===== src/rtl/dcj11_pkg.sv =====
// dcj11_pkg: shared definitions for the DCJ11-style DAL bus initiator.
//   - AIO cycle-type codes and bank-select codes
//   - bus master state enumeration
//   - AIO classification helpers and the high-address field encoder
`timescale 1ns/1ps
package dcj11_pkg;

  localparam logic [3:0] AIO_NIO        = 4'b1111;
  localparam logic [3:0] AIO_GP_READ    = 4'b1110;
  localparam logic [3:0] AIO_DATA_READ  = 4'b1001;
  localparam logic [3:0] AIO_GP_WRITE   = 4'b0101;
  localparam logic [3:0] AIO_BYTE_WRITE = 4'b0011;
  localparam logic [3:0] AIO_WORD_WRITE = 4'b0001;

  localparam logic [1:0] BS_MEM = 2'b00;
  localparam logic [1:0] BS_SYS = 2'b01;
  localparam logic [1:0] BS_EXT = 2'b10;
  localparam logic [1:0] BS_INT = 2'b11;

  typedef enum logic [2:0] {
    ST_IDLE,
    ST_A0,
    ST_A1,
    ST_AH,
    ST_STRB,
    ST_RD,
    ST_REC
  } state_t;

  // 1xxx except 1111 is a read of some flavour.
  function automatic logic is_read_code(input logic [3:0] aio);
    return aio[3] && (aio != AIO_NIO);
  endfunction

  // 0xx1 is a write; 0xx0 codes have no data transfer and run like NIO.
  function automatic logic is_write_code(input logic [3:0] aio);
    return !aio[3] && aio[0];
  endfunction

  function automatic logic is_gp_code(input logic [3:0] aio);
    return (aio == AIO_GP_READ) || (aio == AIO_GP_WRITE);
  endfunction

  // Second address phase: A21..A16 and BS scattered onto the DAL bit
  // positions the responder decodes; every other bit is driven low.
  function automatic logic [15:0] hi_addr_field(input logic [21:0] addr,
                                                input logic [1:0]  bs);
    logic [15:0] f;
    f     = '0;
    f[8]  = addr[21];
    f[0]  = addr[20];
    f[9]  = addr[19];
    f[10] = addr[18];
    f[11] = addr[17];
    f[12] = addr[16];
    f[6]  = bs[0];
    f[7]  = bs[1];
    return f;
  endfunction

endpackage


===== src/rtl/dcj11_bus_master.sv =====
// dcj11_bus_master: single-request initiator for the multiplexed DAL bus.
// Turns one command (AIO, BS, 22-bit address, write data) into the
// ALE / SCTL / BUFCTL sequence A0 -> A1 -> AH -> STRB -> [RD] -> REC.
// Ports:
//   clk_x3, rstb                 54 MHz clock, synchronous active-high reset
//   req_valid/req_ready          command handshake
//   req_aio/req_bs/req_addr/req_wdata  command fields
//   rsp_valid/rsp_rdata/rsp_nxm  one-cycle completion with read data / abort
//   ale_n/sctl_n/bufctl_n/aio_o  bus control
//   dal_o/dal_oe/dal_i           DAL drive, enable and sample
//   nxm_n/cont_n                 responder abort and wait-state inputs
`timescale 1ns/1ps
module dcj11_bus_master
  import dcj11_pkg::*;
#(
  parameter int unsigned ADDR_HOLD = 1,
  parameter int unsigned STRB_CYC  = 3,
  parameter int unsigned RECOV_CYC = 2,
  parameter int unsigned WAIT_MAX  = 255
) (
  input  logic        clk_x3,
  input  logic        rstb,
  input  logic        req_valid,
  output logic        req_ready,
  input  logic [3:0]  req_aio,
  input  logic [1:0]  req_bs,
  input  logic [21:0] req_addr,
  input  logic [15:0] req_wdata,
  output logic        rsp_valid,
  output logic [15:0] rsp_rdata,
  output logic        rsp_nxm,
  output logic        ale_n,
  output logic        sctl_n,
  output logic        bufctl_n,
  output logic [3:0]  aio_o,
  output logic [15:0] dal_o,
  output logic        dal_oe,
  input  logic [15:0] dal_i,
  input  logic        nxm_n,
  input  logic        cont_n
);

  localparam logic [15:0] AH_N   = 16'(ADDR_HOLD);
  localparam logic [15:0] STRB_N = 16'(STRB_CYC);
  localparam logic [15:0] REC_N  = 16'(RECOV_CYC);
  localparam logic [15:0] WAIT_N = 16'(WAIT_MAX);

  state_t      state;
  logic [3:0]  cmd_aio;
  logic [15:0] cmd_hi;     // pre-encoded high-address field
  logic [15:0] cmd_wdata;  // already byte-replicated for byte writes
  logic [15:0] cnt;        // phase length counter (AH, STRB, REC)
  logic [15:0] wait_cnt;   // cont_n-high cycles in the current strobe
  logic        strb_abort;
  logic        strb_done;

  // A wait cycle that brings the count to WAIT_MAX aborts like nxm.
  always_comb begin
    strb_abort = !nxm_n || (cont_n && ((wait_cnt + 16'd1) >= WAIT_N));
    strb_done  = !cont_n && (cnt >= STRB_N);
  end

  // Outputs are assigned on the edge that enters each state, so every
  // entry into REC repeats the same strobe-release block.
  always_ff @(posedge clk_x3) begin
    if (rstb) begin
      state     <= ST_IDLE;
      req_ready <= 1'b0;
      rsp_valid <= 1'b0;
      rsp_rdata <= '0;
      rsp_nxm   <= 1'b0;
      ale_n     <= 1'b1;
      sctl_n    <= 1'b1;
      bufctl_n  <= 1'b1;
      aio_o     <= '1;
      dal_o     <= '0;
      dal_oe    <= 1'b0;
      cmd_aio   <= '1;
      cmd_hi    <= '0;
      cmd_wdata <= '0;
      cnt       <= '0;
      wait_cnt  <= '0;
    end else begin
      rsp_valid <= 1'b0;
      rsp_nxm   <= 1'b0;
      unique case (state)
        ST_IDLE: begin
          if (req_valid && req_ready) begin
            cmd_aio   <= req_aio;
            cmd_hi    <= hi_addr_field(req_addr, req_bs);
            cmd_wdata <= (req_aio == AIO_BYTE_WRITE) ?
                         {req_wdata[7:0], req_wdata[7:0]} : req_wdata;
            req_ready <= 1'b0;
            rsp_rdata <= '0;
            ale_n     <= 1'b0;
            dal_oe    <= 1'b1;
            aio_o     <= req_aio;
            dal_o     <= is_gp_code(req_aio) ? {8'h00, req_addr[7:0]}
                                             : req_addr[15:0];
            state     <= ST_A0;
          end else begin
            req_ready <= 1'b1;
          end
        end

        ST_A0: begin
          dal_o <= cmd_hi;
          state <= ST_A1;
        end

        ST_A1: begin
          cnt   <= 16'd1;
          state <= ST_AH;
        end

        ST_AH: begin
          if (cnt >= AH_N) begin
            cnt      <= 16'd1;
            wait_cnt <= '0;
            if (is_write_code(cmd_aio)) begin
              sctl_n <= 1'b0;
              dal_o  <= cmd_wdata;
              state  <= ST_STRB;
            end else if (is_read_code(cmd_aio)) begin
              sctl_n   <= 1'b0;
              bufctl_n <= 1'b0;
              dal_oe   <= 1'b0;
              dal_o    <= '0;
              state    <= ST_STRB;
            end else begin
              ale_n     <= 1'b1;
              dal_oe    <= 1'b0;
              dal_o     <= '0;
              aio_o     <= '1;
              rsp_valid <= 1'b1;
              state     <= ST_REC;
            end
          end else begin
            cnt <= cnt + 16'd1;
          end
        end

        ST_STRB: begin
          if (strb_abort) begin
            ale_n     <= 1'b1;
            sctl_n    <= 1'b1;
            bufctl_n  <= 1'b1;
            dal_oe    <= 1'b0;
            dal_o     <= '0;
            aio_o     <= '1;
            rsp_valid <= 1'b1;
            rsp_nxm   <= 1'b1;
            rsp_rdata <= '0;
            cnt       <= 16'd1;
            state     <= ST_REC;
          end else if (strb_done) begin
            if (is_read_code(cmd_aio)) begin
              // bufctl_n stays low so the responder still drives DAL in RD
              sctl_n <= 1'b1;
              state  <= ST_RD;
            end else begin
              ale_n     <= 1'b1;
              sctl_n    <= 1'b1;
              bufctl_n  <= 1'b1;
              dal_oe    <= 1'b0;
              dal_o     <= '0;
              aio_o     <= '1;
              rsp_valid <= 1'b1;
              cnt       <= 16'd1;
              state     <= ST_REC;
            end
          end else begin
            if (cnt < STRB_N) cnt <= cnt + 16'd1;
            if (cont_n) wait_cnt <= wait_cnt + 16'd1;
          end
        end

        ST_RD: begin
          rsp_rdata <= dal_i;
          ale_n     <= 1'b1;
          sctl_n    <= 1'b1;
          bufctl_n  <= 1'b1;
          dal_oe    <= 1'b0;
          dal_o     <= '0;
          aio_o     <= '1;
          rsp_valid <= 1'b1;
          cnt       <= 16'd1;
          state     <= ST_REC;
        end

        ST_REC: begin
          if (cnt >= REC_N) begin
            req_ready <= 1'b1;
            state     <= ST_IDLE;
          end else begin
            cnt <= cnt + 16'd1;
          end
        end

        default: state <= ST_IDLE;
      endcase
    end
  end

endmodule


===== config.mk =====
export PLATFORM = sky130hd
export DESIGN_NAME = dcj11_bus_master
export DESIGN_NICKNAME = d
export VERILOG_FILES = /design/src/rtl/dcj11_pkg.sv /design/src/rtl/dcj11_bus_master.sv
export SDC_FILE = /design/constraint.sdc
export NUM_CORES = 1
export LEC_CHECK = 0
export ABC_AREA = 0
export BUFFER_PORTS_ARGS = -buffer_cell sky130_fd_sc_hd__buf_2
export CAP_MARGIN = 20
export CORE_UTILIZATION = 42
export DETAILED_ROUTE_END_ITERATION = 10
export GPL_ROUTABILITY_DRIVEN = 0
export RECOVER_POWER = 100
export SYNTH_ARGS = -nofsm -noshare
export SYNTH_HDL_FRONTEND = slang
export SYNTH_SLANG_ARGS = --single-unit

===== constraint.sdc =====
create_clock -name clk_x3 -period 4.1 [get_ports clk_x3]
set_input_delay 0.205 -clock clk_x3 [delete_from_list [all_inputs] [get_ports clk_x3]]
set_output_delay 0.205 -clock clk_x3 [all_outputs]
set_load 0.005 [all_outputs]

==> summary.txt, run 1 <==
Outcome
  – Outcome: finished with violations
  – Failing checks: capacitance limit, slew limit

STA
  – Tmin final: between 3 and 4 ns
  – Period utilisation layout: 0.844
  – Max transition margin: -0.0639
  – Max-slew violation count: 40
  – RSZ-0062 raised after global routing: no
  – Clock skew: slightly above 0.007 ns
  – Fin. Hold Viols: 0
  – Setup TNS: 0 ns
  – Worst Tran Pin Value: roughly 1.6 ns
  – WHS: around 0.068 ns
  – # setup viols final: 0
  – PnR worst setup slack: roughly 0.64 ns
  – Fmax: ~290 MHz

Worst setup path
  – Critical Path RT: 4.36 ns
  – Nature of the critical path endpoint: flip-flop
  – Buffer and inverter count on the worst path: 0
  – Crit Path Class: reg -> reg
  – CP Data Arrival Time: 3.72 ns
  – Max incr delay on CP: just under 0.5 ns
  – Startpoint Class: flip-flop
  – Crit Path Max Fanout: 19
  – CP Cell Sequence: ha_1, nand3_1, nor4_1, xnor2_1, nand4_1, nor3_4, o22ai_2, and2_2, a211oi_1
  – CP max-delay cell: nor3_4
  – Critical path's top delay family: simple AND/OR/NAND/NOR gates

Floorplanning
  – Die height: roughly 110 microns
  – Initial core utilization: 0.440
  – Row count: 38
  – Ports: ~110
  – Die footprint: between 10000 and 15000 sq um
  – CORE AREA: 11000 sq um
  – DIE WIDTH: about 110 microns

Pwr
  – Static power due to leakage: roughly 2.2 nW
  – Clock power frac: 0.308
  – Pwr Density: 548 nW/um^2
  – Int Pwr: between 2 and 2.5 mW
  – Total power: a little over 3 mW
  – Sw Ratio: 0.342
  – Peak VDD IR: roughly 370 uV
  – Psw: 1.07 mW
  – Flop pwr share: 0.417
  – Gate power share: 0.275

Drt
  – Post-DRT Antenna Nets: 0
  – Wire per inst: 16.0 microns
  – Pre-antenna DRT Iters: 6
  – Initial DRC count: roughly 260
  – Avg Vias per Cell: 5.67
  – Remaining DRCs: 0
  – Drt total wl: roughly 13 mm
  – Vias: 4524

Global route
  – Grt total ovfl: 0
  – First-pass GRT wire length: around 21 mm
  – Vias in the first global route: about 4200
  – Tot GR Track Use: 0.221
  – Largest net degree at the start of global routing: between 40 and 50
  – Number of antenna violations at the first check in global routing: 0

Finish
  – Register area: between 2000 and 2500 sq um
  – Nets: 724
  – Fin util: 0.516
  – FILL cells: around 1100
  – Area growth syn-to-layout: 17.2%
  – Area of the multi-input gates: roughly 2500 sq um
  – Inserted Diodes: 0
  – Share of layout cells above drive strength 1: 0.172

CTS
  – CTS clk-pin slew, worst paths: about 0.07 ns
  – Clk buf depth: 2
  – Clk_lat worst skew: approximately 0.35 ns
  – Hold Buf Count CTS: 0
  – CTS H-tree depth: 3
  – TritonCTS clock tree: built
  – Clock Sinks: 106
  – Setup Buffers After CTS: 0
  – CTS root buf: clkbuf_16
  – Cts bufs inserted: 9
  – CTS resizes: 0

Yosys
  – Post-synthesis cell count: 562
  – Area leader, netlist: dfxtp_1
  – Mapped Area: a little under 5000 sq um
  – Seq/Total Area, Yosys: 0.437
  – Synth async-reset ratio: 0
  – Post-synth top area share: 0.437
  – Main area contributors after synthesis: dfxtp_1 44%, a21oi_1 5.9%, nand2_1 5.2%
  – Avg Cell Area, Syn: a little under 9 sq um
  – Syn_nets: 633
  – Yosys cell types: approximately 60
  – Top_reg_cell synth: dfxtp_1
  – EDFF count, synth: 0
  – Register bit total from synthesis: 106
  – YS warnings: 0

Place
  – Post-DP HPWL: around 9 mm
  – PortBufs: between 100 and 150
  – Pre-CTS setup slack: about 0.85 ns

Min path
  – Hold Crit Class: in -> reg

Run
  – Max Cap Viol: 1
-- per-stage QoR --
step	std cells	cell area, sq um
floorplan	562	4860
global placement	781	5470
detailed placement	781	5470
CTS	797	5800
global route	798	5690
finish	798	5690
-- worst reg2reg max path, cell delays in order (launching register included) --
cell	delay [ns]
dfxtp_1	0.43
ha_1	0.32
nand3_1	0.15
nor4_1	0.36
xnor2_1	0.17
nand4_1	0.28
nor3_4	0.49
o22ai_2	0.43
and2_2	0.48
a211oi_1	0.26
-- worst paths after layout --
path / startpoint / end / slack (ns) / cells after the start
setup / recovery: wait_cnt[0] / dal_o[8] / 0.64 / 9
hold / removal: dal_i[13] / rsp_rdata[13] / 0.07 / 2
setup reg to reg: wait_cnt[0] / dal_o[8] / 0.64 / 9
hold reg to reg: cmd_hi[0] / cmd_hi[0] / 0.46 / 2
-- power by group through the flow --
| stage | clock network (mW) | registers, mW | logic [mW] |
|---|---|---|---|
| 6_report | 0.961 | 1.30 | 0.859 |
| 5_1_grt | 1.03 | 1.32 | 0.962 |
| 4_1_cts | 0.985 | 1.30 | 0.917 |
| 3_5_place_dp | 0 | 1.32 | 0.915 |
| 3_3_place_gp | 0 | 1.32 | 0.905 |
| 2_1_floorplan | 0 | 1.30 | 0.656 |
-- cell usage in the layout (no fill, tap or decap), types with 5 or more instances in the layout --
master	count
nor2_1	42
nor3_1	19
a22oi_1	9
buf_2	74
a21oi_1	57
mux2i_1	11
nand2_1	67
nand4_1	9
clkbuf_16	9
a22o_1	17
or3_1	9
a211oi_1	25
inv_1	10
nand3_1	14
xnor2_1	6
or2_2	5
dfxtp_1	106
o21ai_0	29
ha_1	6
clkbuf_1	35
a222oi_1	8
a31oi_1	8
and3_1	16
-- Yosys cell counts (all sizes together), types with 3 or more instances --
cell type,instances
nor2b,4
nand2,67
a222oi,8
a21boi,3
buf,6
a211oi,28
clkbuf,28
a41oi,4
a21oi,58
a2111oi,3
nor4,6
and3,17
nor2,42
and2,3
inv,10
or3,10
or2,5
o21ai,30
nand3,14
ha,6
nand2b,3
mux2i,11
a22o,18
nor3,20
dfxtp,106
nand4,9
a22oi,9
a31oi,8
xnor2,6
o31ai,3
-- logic make-up after synthesis --
kind of cell,count (synthesis),synth area share
AO/OA/AOI/OAI,182,0.261
XOR/XNOR,6,0.0108
adder cells (fa/ha/maj),6,0.0155
AND/OR/NAND/NOR,207,0.214
flip-flops,106,0.437
buffers and inverters,44,0.0391
multiplexers,11,0.0227
-- cell type report --
type / count / area share
clock inverter: 7 / 0.0191
sequential: 106 / 0.373
inverter: 10 / 0.00659
multi-input combinational: 412 / 0.437
timing repair buffer: 114 / 0.0941
clock buffer: 9 / 0.0396
tap: 140 / 0.0308
-- sequential cells by signal, summed over array words and instances, names as in the netlist --
name	flops
dal_o	16
state	3
rsp_rdata	16
dal_oe	1
bufctl_n	1
wait_cnt	16
rsp_nxm	1
sctl_n	1
cmd_wdata	16
req_ready	1
cmd_hi	8
cmd_aio	4
rsp_valid	1
aio_o	4
cnt	16
ale_n	1
-- metal layers --
metal	up-vias	track usage	share of wire
met5	-	0	0
met4	0	0.0629	0.012
met3	13	0.0486	0.059
met2	141	0.344	0.44
met1	2101	0.306	0.49
li1	2269	-	-
Power figures use the tool's default switching activity.
==> inputs of run 2 (changes only) <==
PLACE_DENSITY = 0.67   (was unset)
clock period = 3 ns   (was 4.1 ns; I/O delays follow)
==> run 2 against run 1 <==
Against the previous run:
- the flow now finishes without violations
- die area did not move
- sequential power grew 38%
- largest cell class unchanged
- non-clock buffer count rose by 16
- power increased by 39%
- clock power rose by 33%
- routed wire length grew 0.61%
- combinational power is 48% higher
- core utilization rose by 1.5 points
- final area grew 3.0%
- critical path type unchanged
- sequential share of layout area down 1.1 points
- first-iteration DRC count rose by 25%
==> summary.txt, run 2 (synthesis gave the netlist of run 1 again) <==
STA
  – # setup viols final: 0 (unchanged)
  – Setup TNS: 0 ns (unchanged)
  – Fmax: 353 MHz (was 289 MHz)
  – Tmin final: 2.83 ns (was 3.46 ns)
  – Worst Tran Pin Value: 0.868 ns (was 1.60 ns)
  – Period utilisation layout: 0.945 (was 0.844)
  – Max-slew violation count: 0 (was 40)
  – RSZ-0062 raised after global routing: no (unchanged)
  – PnR worst setup slack: 0.165 ns (was 0.638 ns)
  – Clock skew: 0.00901 ns (was 0.00724 ns)
  – Fin. Hold Viols: 0 (unchanged)
  – Max transition margin: 0.419 (was -0.0639)

CTS
  – Hold Buf Count CTS: 0 (unchanged)
  – TritonCTS clock tree: built (unchanged)
  – Cts bufs inserted: 9 (unchanged)
  – Setup Buffers After CTS: 0 (unchanged)
  – Clock Sinks: 106 (unchanged)
  – CTS clk-pin slew, worst paths: 0.07 ns (about the same)
  – Clk buf depth: 2 (unchanged)
  – CTS resizes: 0 (unchanged)
  – CTS H-tree depth: 3 (unchanged)
  – Clk_lat worst skew: 0.35 ns (about the same)
  – CTS root buf: clkbuf_16 (unchanged)

Floorplanning
  – Initial core utilization: 0.440 (unchanged)
  – Row count: 38 (unchanged)
  – CORE AREA: 11000 sq um (unchanged)
  – Die footprint: 12000 sq um (unchanged)
  – Ports: 108 (unchanged)
  – Die height: 110 microns (unchanged)
  – DIE WIDTH: 110 microns (unchanged)

Worst setup path
  – Nature of the critical path endpoint: flip-flop (unchanged)
  – Worst reg-to-reg path cell count: 8 (was 9)
  – Startpoint Class: flip-flop (unchanged)
  – CP Data Arrival Time: 3.03 ns (was 3.72 ns)
  – Critical Path RT: 3.20 ns (was 4.36 ns)
  – Crit Path Max Fanout: 9 (was 19)
  – Crit Path Class: reg -> reg (unchanged)

Outcome
  – Outcome: completed (was finished with violations)

Pwr
  – Gate power share: 0.293 (was 0.275)
  – Flop pwr share: 0.411 (was 0.417)
  – Clock power frac: 0.296 (was 0.308)
  – Peak VDD IR: 716 uV (was 372 uV)
  – Static power due to leakage: 2.26 nW (was 2.16 nW)
  – Int Pwr: 2.87 mW (was 2.05 mW)
  – Sw Ratio: 0.341 (was 0.342)
  – Total power: 4.35 mW (was 3.12 mW)
  – Pwr Density: 741 nW/um^2 (was 548 nW/um^2)
  – Psw: 1.48 mW (was 1.07 mW)

Global route
  – Grt total ovfl: 0 (unchanged)
  – Number of antenna violations at the first check in global routing: 0 (unchanged)
  – First-pass GRT wire length: 20.9 mm (was 20.7 mm)
  – Tot GR Track Use: 0.222 (was 0.221)
  – Largest net degree at the start of global routing: 56 (was 42)
  – Vias in the first global route: 4389 (was 4229)

Finish
  – Commonest non-fill, non-tap cell in the layout: dfxtp_1 (unchanged)
  – Area growth syn-to-layout: 20.6% (was 17.2%)
  – Most frequent cells in the layout: 106 x dfxtp_1, 79 x buf_2, 67 x nand2_1 (was 106 x dfxtp_1, 74 x buf_2, 67 x nand2_1)
  – Inserted Diodes: 0 (unchanged)
  – Cell area after layout: 5860 sq um (was 5690 sq um)
  – Fin cells: 814 (was 798)
  – Share of layout cells above drive strength 1: 0.214 (was 0.172)
  – Nets: 740 (was 724)

Drt
  – Remaining DRCs: 0 (unchanged)
  – Avg Vias per Cell: 5.73 (was 5.67)
  – Post-DRT Antenna Nets: 0 (unchanged)
  – Pre-antenna DRT Iters: 5 (was 6)
  – Drt total wl: 12.9 mm (was 12.8 mm)
  – Vias: 4664 (was 4524)
  – Wire per inst: 15.8 microns (was 16.0 microns)
  – Initial DRC count: 327 (was 261)

Place
  – PortBufs: 107 (unchanged)
  – Cell total after placement: 798 (was 781)
  – Post-DP HPWL: 9.22 mm (was 8.97 mm)
  – Pre-CTS setup slack: 0.150 ns (was 0.847 ns)
  – Post-DP Area: 5600 sq um (was 5470 sq um)

Run
  – Max Cap Viol: 0 (was 1)

Min path
  – Hold Crit Class: in -> reg (unchanged)
  – Hold path depth: 2 (unchanged)
## run 2: final cells by class
cell class	count	area, sq um
clock buffers	10	239
multi-input cells	412	2540
repair buffers	130	656
fillers	1036	5170
inverters	10	37.5
flip-flops and latches	106	2120
well taps	140	175
clock inverters	6	87.6
## run 2: per-layer routing
layer	vias up	global-route usage	routed length (microns)
met5	-	0	0
met4	0	0.0695	176
met3	18	0.0664	977
met2	177	0.354	5820
met1	2183	0.288	5910
li1	2286	-	-
## run 2: power by group through the flow
stage / registers (mW) / clock network, mW / logic [mW]
2_1_floorplan: 1.77 / 0 / 0.897
3_3_place_gp: 1.80 / 0 / 1.27
3_5_place_dp: 1.81 / 0 / 1.31
4_1_cts: 1.78 / 1.32 / 1.31
5_1_grt: 1.81 / 1.38 / 1.41
6_report: 1.79 / 1.28 / 1.27
## run 2: final timing paths
check	start	end	slack, ns
worst max-delay path	wait_cnt[3]	state[1]	0.17
worst min-delay path	dal_i[15]	rsp_rdata[15]	0.01
worst max register to register	wait_cnt[3]	state[1]	0.17
worst min register to register	cmd_hi[8]	cmd_hi[8]	0.46
## run 2: critical path, stage by stage (launching register included)
cell and delay [ns]:
dfxtp_1 0.46, nand4_1 0.29, nor3_1 0.31, mux2i_1 0.36, nand4_4 0.17, o21ai_0 0.46
nand3_1 0.24, a211oi_1 0.29, a2111oi_0 0.10
## run 2: metrics by stage
step | util | hold slack (ns)
after floorplan | - | 0.250
after global placement | 0.506 | 0.370
after detailed placement | 0.507 | 0.370
after CTS | 0.537 | 0.00296
after global routing | 0.531 | 0.000291
final | 0.531 | 0.0150
